**config.mk**
```make
export PLATFORM = sky130hd
export DESIGN_NAME = shift_ctrl
export DESIGN_NICKNAME = d
export VERILOG_FILES = /design/src/rtl/shift_ctrl.sv
export SDC_FILE = /design/constraint.sdc
export NUM_CORES = 1
export LEC_CHECK = 0
export CORE_UTILIZATION = 59
export CTS_BUF_LIST = sky130_fd_sc_hd__clkbuf_8
export CTS_CLUSTER_DIAMETER = 200
export CTS_CLUSTER_SIZE = 20
export DETAILED_ROUTE_END_ITERATION = 12
export PLACE_DENSITY_LB_ADDON = 0.15
export SLEW_MARGIN = 5
export SYNTH_ARGS = -nofsm -noshare
export SYNTH_HDL_FRONTEND = slang
export SYNTH_SLANG_ARGS = --single-unit
```
**constraint.sdc**
```tcl
create_clock -name clk -period 6.71 [get_ports clk]
set_clock_uncertainty 0.15 [all_clocks]
set_input_delay 2.013 -clock clk [delete_from_list [all_inputs] [get_ports clk]]
set_output_delay 2.013 -clock clk [all_outputs]
set_load 0.05 [all_outputs]
```
**src/rtl/shift_ctrl.sv**
```systemverilog
// Parallel-to-serial / serial-to-parallel shift controller with a clock prescaler,
// latched shift direction, abort and a one-cycle DONE handshake.
//
// state | meaning
// IDLE  | waiting for start_valid; start_ready high unless abort
// SHIFT | shifting one bit per prescaled tick, WIDTH ticks in total
// DONE  | one cycle, rx_valid high and rx_data holds the received word
module shift_ctrl #(
  parameter int WIDTH = 8,
  parameter int DIV   = 1
) (
  input  logic             clk,
  input  logic             reset,
  input  logic             start_valid,
  output logic             start_ready,
  input  logic [WIDTH-1:0] tx_data,
  input  logic             dir,
  input  logic             abort,
  input  logic             sdi,
  output logic             sdo,
  output logic             shift_tick,
  output logic             busy,
  output logic             rx_valid,
  output logic [WIDTH-1:0] rx_data
);

  typedef enum logic [1:0] {IDLE, SHIFT, DONE} state_t;

  localparam int BW = $clog2(WIDTH + 1);
  localparam int PW = 8;

  state_t           state, state_nxt;
  logic [WIDTH-1:0] sr, sr_shifted;
  logic             dir_q;
  logic [PW-1:0]    pre_cnt;
  logic [BW-1:0]    bit_cnt;
  logic             accept, last_tick;

  // start_ready already folds in !abort, so abort blocks acceptance here too
  assign accept     = start_valid && start_ready;
  assign sr_shifted = dir_q ? {sdi, sr[WIDTH-1:1]} : {sr[WIDTH-2:0], sdi};
  assign last_tick  = shift_tick && (bit_cnt == BW'(WIDTH - 1));

  always_ff @(posedge clk or negedge reset) begin
    if (!reset) state <= IDLE;
    else        state <= state_nxt;
  end

  always_comb begin
    state_nxt = state;
    case (state)
      IDLE:    if (accept) state_nxt = SHIFT;
      SHIFT: begin
        if (abort)          state_nxt = IDLE;
        else if (last_tick) state_nxt = DONE;
      end
      DONE:    state_nxt = IDLE;
      default: state_nxt = IDLE;
    endcase
  end

  always_comb begin
    start_ready = (state == IDLE) && !abort;
    busy        = (state != IDLE);
    rx_valid    = (state == DONE);
    shift_tick  = (state == SHIFT) && (pre_cnt == PW'(DIV - 1));
    sdo         = 1'b0;
    if (state == SHIFT) sdo = dir_q ? sr[0] : sr[WIDTH-1];
  end

  always_ff @(posedge clk or negedge reset) begin
    if (!reset) begin
      sr      <= '0;
      dir_q   <= 1'b0;
      pre_cnt <= '0;
      bit_cnt <= '0;
      rx_data <= '0;
    end else begin
      case (state)
        IDLE: begin
          if (accept) begin
            sr      <= tx_data;
            dir_q   <= dir;
            pre_cnt <= '0;
            bit_cnt <= '0;
          end
        end
        SHIFT: begin
          // abort wins over a coinciding final tick: rx_data is left untouched
          if (abort) begin
            pre_cnt <= '0;
            bit_cnt <= '0;
          end else if (shift_tick) begin
            sr      <= sr_shifted;
            pre_cnt <= '0;
            bit_cnt <= bit_cnt + BW'(1);
            if (last_tick) rx_data <= sr_shifted;
          end else begin
            pre_cnt <= pre_cnt + PW'(1);
          end
        end
        default: ;
      endcase
    end
  end

endmodule

```
== Word-level counts from Yosys, hierarchy flattened ==
Index checks and enable logic that the tools add are counted.

* Add/sub/neg operators: 2
* Eq/ne operators: 8
* Multiplexer cells: 19
* Bitwise operators: 1
* Reductions and logical operators: 15

{| class="wikitable"
|+ Operator list
! cell !! count
|-
| 8-bit 2-to-1 mux || 7
|-
| 8-bit one-hot mux with 2 select lines || 2
|-
| 4-bit 2-to-1 mux || 3
|-
| 8-bit by 1-bit adder with 8-bit output (second input constant) || 1
|-
| 8-bit logical NOT || 1
|-
| 4-bit one-hot mux with 2 select lines || 1
|-
| 4-bit AND reduction || 2
|-
| 2-bit 2-to-1 mux || 3
|-
| 2-bit != test (second input constant) || 3
|-
| 3-bit != test (second input constant) || 2
|-
| 2-bit AND reduction || 3
|-
| 4-bit by 1-bit adder with 4-bit output (second input constant) || 1
|-
| 4-bit by 3-bit equality test with 1-bit output (second input constant) || 1
|-
| 1-bit logical AND || 4
|-
| 2-bit one-hot mux with 2 select lines || 1
|-
| 2-bit nonzero test || 2
|-
| 3-bit AND reduction || 1
|-
| 2-bit by 1-bit equality test with 1-bit output (second input constant) || 1
|-
| 2-bit equality test (second input constant) || 1
|-
| 2-bit logical NOT || 1
|-
| 1-bit 2-to-1 mux || 2
|-
| 1-bit logical NOT || 1
|-
| 1-bit NOT || 1
|}

* Register bits: 31
* Input bits: 14
* Output and inout bits: 13
* Logic and storage cells: 51

== Longest topological paths before layout ==
* Depth after elaboration: 6
* Gate-level depth with buffers: 7
* Gate-level depth less buffers: 6

== Worst setup path before layout ==
OpenSTA, ideal clock, no wires.

* Path kind: in2out
* Start point: in abort
* End point: out start_ready
* Arrival: 3,140 ps
* Data required time: 4,547 ps
* Slack: 1,407 ps
* Cell stages on the path: 3
* Path buffers: 1
* Path through: or2_2 > clkbuf_1 > nor2_1

* Cells in the longest elaborated chain, start to end: 2

{| class="wikitable"
|+ RTL lines
! element !! line !! RTL
|-
| from (decl) || 18 || <nowiki>input logic abort,</nowiki>
|-
| 1-bit logical NOT || 63 || <nowiki>start_ready = (state == IDLE) && !abort;</nowiki>
|-
| 1-bit logical AND || 63 ||
|-
| to (decl) || 15 || <nowiki>output logic start_ready,</nowiki>
|}

No other way between the ends.

== Final worst setup path ==
Same ends and word-level chain as after synthesis.

==> metrics <==
max-cap viol count 0; power per cell area 209 nW/µm²; I/O pin count 27; initial DRC count 50; antenna viol nets, final 0; Via density 5.96; Cell Area, Synth 1670 µm²; setup slack, reg-to-reg 4.31 ns; TritonCTS buffer count 5; worst skew pair latency 0.29 ns; fin util 78.5%; main flop type after synthesis dfrtp_1; sequential share of power 51.0%; core area 2570 µm²; slowest stage delay, CP 0.83 ns; Synth area leaders dfrtp_1 46%, mux2i_1 9.0%, o21ai_0 5.4%; Yosys cell types 39; leak pwr 0.000991 µW; RSZ-0062 raised after global routing no; Final setup violation count 0; clk sinks 31; dpl ws 0.718 ns; First-pass DRT Iterations 4; Combinational Power Share 16.5%; die width 55.3 µm; period utilization 89.6%; Critical-path top delay cell clkdlybuf4s50_1; CP Cell Sequence clkdlybuf4s50_1 > or2_2 > nor2_1 > clkdlybuf4s50_1; CTS Root Cell clkbuf_8; CTS tree yes; register bit total from synthesis 31; Final min period 6.01 ns; Sum Neg Setup Slack 0 ns; Yosys top cell area share 46.3%; Syn Area/Cell 9.96 µm²; total power 421 µW; outcome complete, no violations; clk slew on worst S/H paths 0.06 ns; syn_nets 185; PortBufs 26; Layout area overhead 20.3%; P_sw 122 µW; largest net degree at the start of global routing 32; Cell Rows 18; ANT cells 0; relative slew slack 53.7%; multi-input combinational cell area 811 µm²; Die Area 3050 µm²; Least-Margin Pin Slew 0.690 ns; yosys warns 0; post_cts resized 0; global placer's final weighted congestion 0.856; Post-CTS Setup Bufs 0; sequential area share after synthesis 46.3%; initial antenna violation count 0; Slew Limit Fails 0; remaining routing DRC violations 0; share of cells above drive strength 1 10.3%; Switching Share 29.0%; HP Class flop to flop; NumNets Final 211; CP Class input pin to output port; Congestion Overflow GR 0; vias 1,340; Total Routing Usage GR 24.4%; first-pass GRT wire length 5890 µm; ys async rst share 100%; CTS H-Tree Depth 2; Die Y-Extent 55.3 µm; Final WS setup 0.699 ns; Post-DP HPWL 2380 µm; vias in the first global route 1,301; FF/Latch Area 776 µm²; P_int 299 µW; fmax 166 MHz; CP max FO 11; dominant cell type by area after synthesis dfrtp_1; Fill cells 173; worst vdd rail ir drop 171 µV; Gate Count Post-Synth 168; critical path data required time 4.55 ns; CP endpoint kind output port; Clock power frac 32.5%; Final Hold Fails 0; Initial Util 65.2%; Worst Setup Start Kind input pin; clock tree buffer depth 2; wire per inst 15.5 µm; final wirelength 3500 µm; Crit path top cell by count clkdlybuf4s50_1; cts hold-fix bufs 0; crit path DAT 3.85 ns; Post-synth EDFFs 0
-- synthesized netlist by cell type, types with 2 or more instances --
cell type	n
nor2b_1	3
nand2_1	6
a21oi_1	9
ha_1	3
xor2_1	6
clkbuf_1	5
or2_2	2
nor2_1	23
o31ai_1	5
dfrtp_1	31
buf_6	2
mux2_2	2
inv_1	10
mux2i_1	15
o21ai_0	18
nor3_1	2
o2111ai_1	4
-- logic make-up after synthesis --
family | Yosys count | synth area share (%)
AO/OA/AOI/OAI | 41 | 14.6
XOR/XNOR | 6 | 3.14
adder cells (fa/ha/maj) | 3 | 2.24
buffers and inverters | 19 | 5.23
flip-flops | 31 | 46.3
multiplexers | 19 | 11.9
AND/OR/NAND/NOR | 49 | 16.6
-- state kept, by name, indices dropped and copies added, names as in the netlist --
register / cells
bit_cnt: 4
sr: 8
rx_data: 8
dir_q: 1
pre_cnt: 8
state: 2
-- path summary, 6_finish.rpt --
kind | start | endpoint | cells after the start
setup / recovery | abort | start_ready | 4
hold / removal | rx_data[7] | rx_data[7] | 1
setup reg to reg | state[0] | rx_data[7] | 4
hold reg to reg | rx_data[7] | rx_data[7] | 1
max in group asynchronous | reset | pre_cnt[7] | 2
min in group asynchronous | reset | bit_cnt[2] | 2
-- power groups by stage --
stage | sequential, µW | combinational [µW] | clock [µW]
global route | 216 | 75.8 | 147
global placement | 217 | 67.3 | 0
floorplan | 208 | 54.6 | 0
finish | 215 | 69.6 | 137
detailed placement | 217 | 68.9 | 0
CTS | 214 | 69.5 | 138
-- per-stage QoR --
| stage | hold WS [ns] | area [µm²] | instances |
|---|---|---|---|
| 2_1_floorplan | 0.333 | 1670 | 168 |
| 3_3_place_gp | 0.349 | 1930 | 217 |
| 3_5_place_dp | 0.348 | 1930 | 217 |
| 4_1_cts | 0.370 | 2010 | 225 |
| 5_1_grt | 0.382 | 2010 | 225 |
| 6_report | 0.363 | 2010 | 225 |
-- layer usage --
layer  GRT usage [%]  vias to the layer above  part of all wire, %
met2            38.4                       44                   46
met5               0                        -                    0
met3            6.79                       11                  5.8
li1                -                      636                    -
met4            10.4                        0                  2.0
met1            31.8                      649                   46
-- layout by cell type, fill, tap and decap left out, types with 2 or more instances in the layout --
| cell | count |
|---|---|
| ha_1 | 3 |
| nor2b_1 | 3 |
| mux2_2 | 2 |
| a21oi_1 | 9 |
| or2_2 | 2 |
| o2111ai_1 | 4 |
| inv_1 | 12 |
| nor2_1 | 23 |
| o21ai_0 | 18 |
| o31ai_1 | 5 |
| clkbuf_8 | 5 |
| xor2_1 | 6 |
| mux2i_1 | 15 |
| nor3_1 | 2 |
| nand2_1 | 6 |
| clkdlybuf4s50_1 | 26 |
| dfrtp_1 | 31 |
-- layout make-up --
cell class                 count  area share [%]
clock buffer                   5            3.42
tap                           30            1.86
clock inverter                 3           0.621
inverter                      11            2.05
sequential                    31            38.5
timing repair buffer          27            13.3
multi-input combinational    118            40.2
-- critical path, delay by kind of cell --
kind,cells,cell delay [ns]
and+or+nand+nor,2,0.54
buffers and inverters,2,1.29
Note: power is estimated with default switching activity, not from simulation.
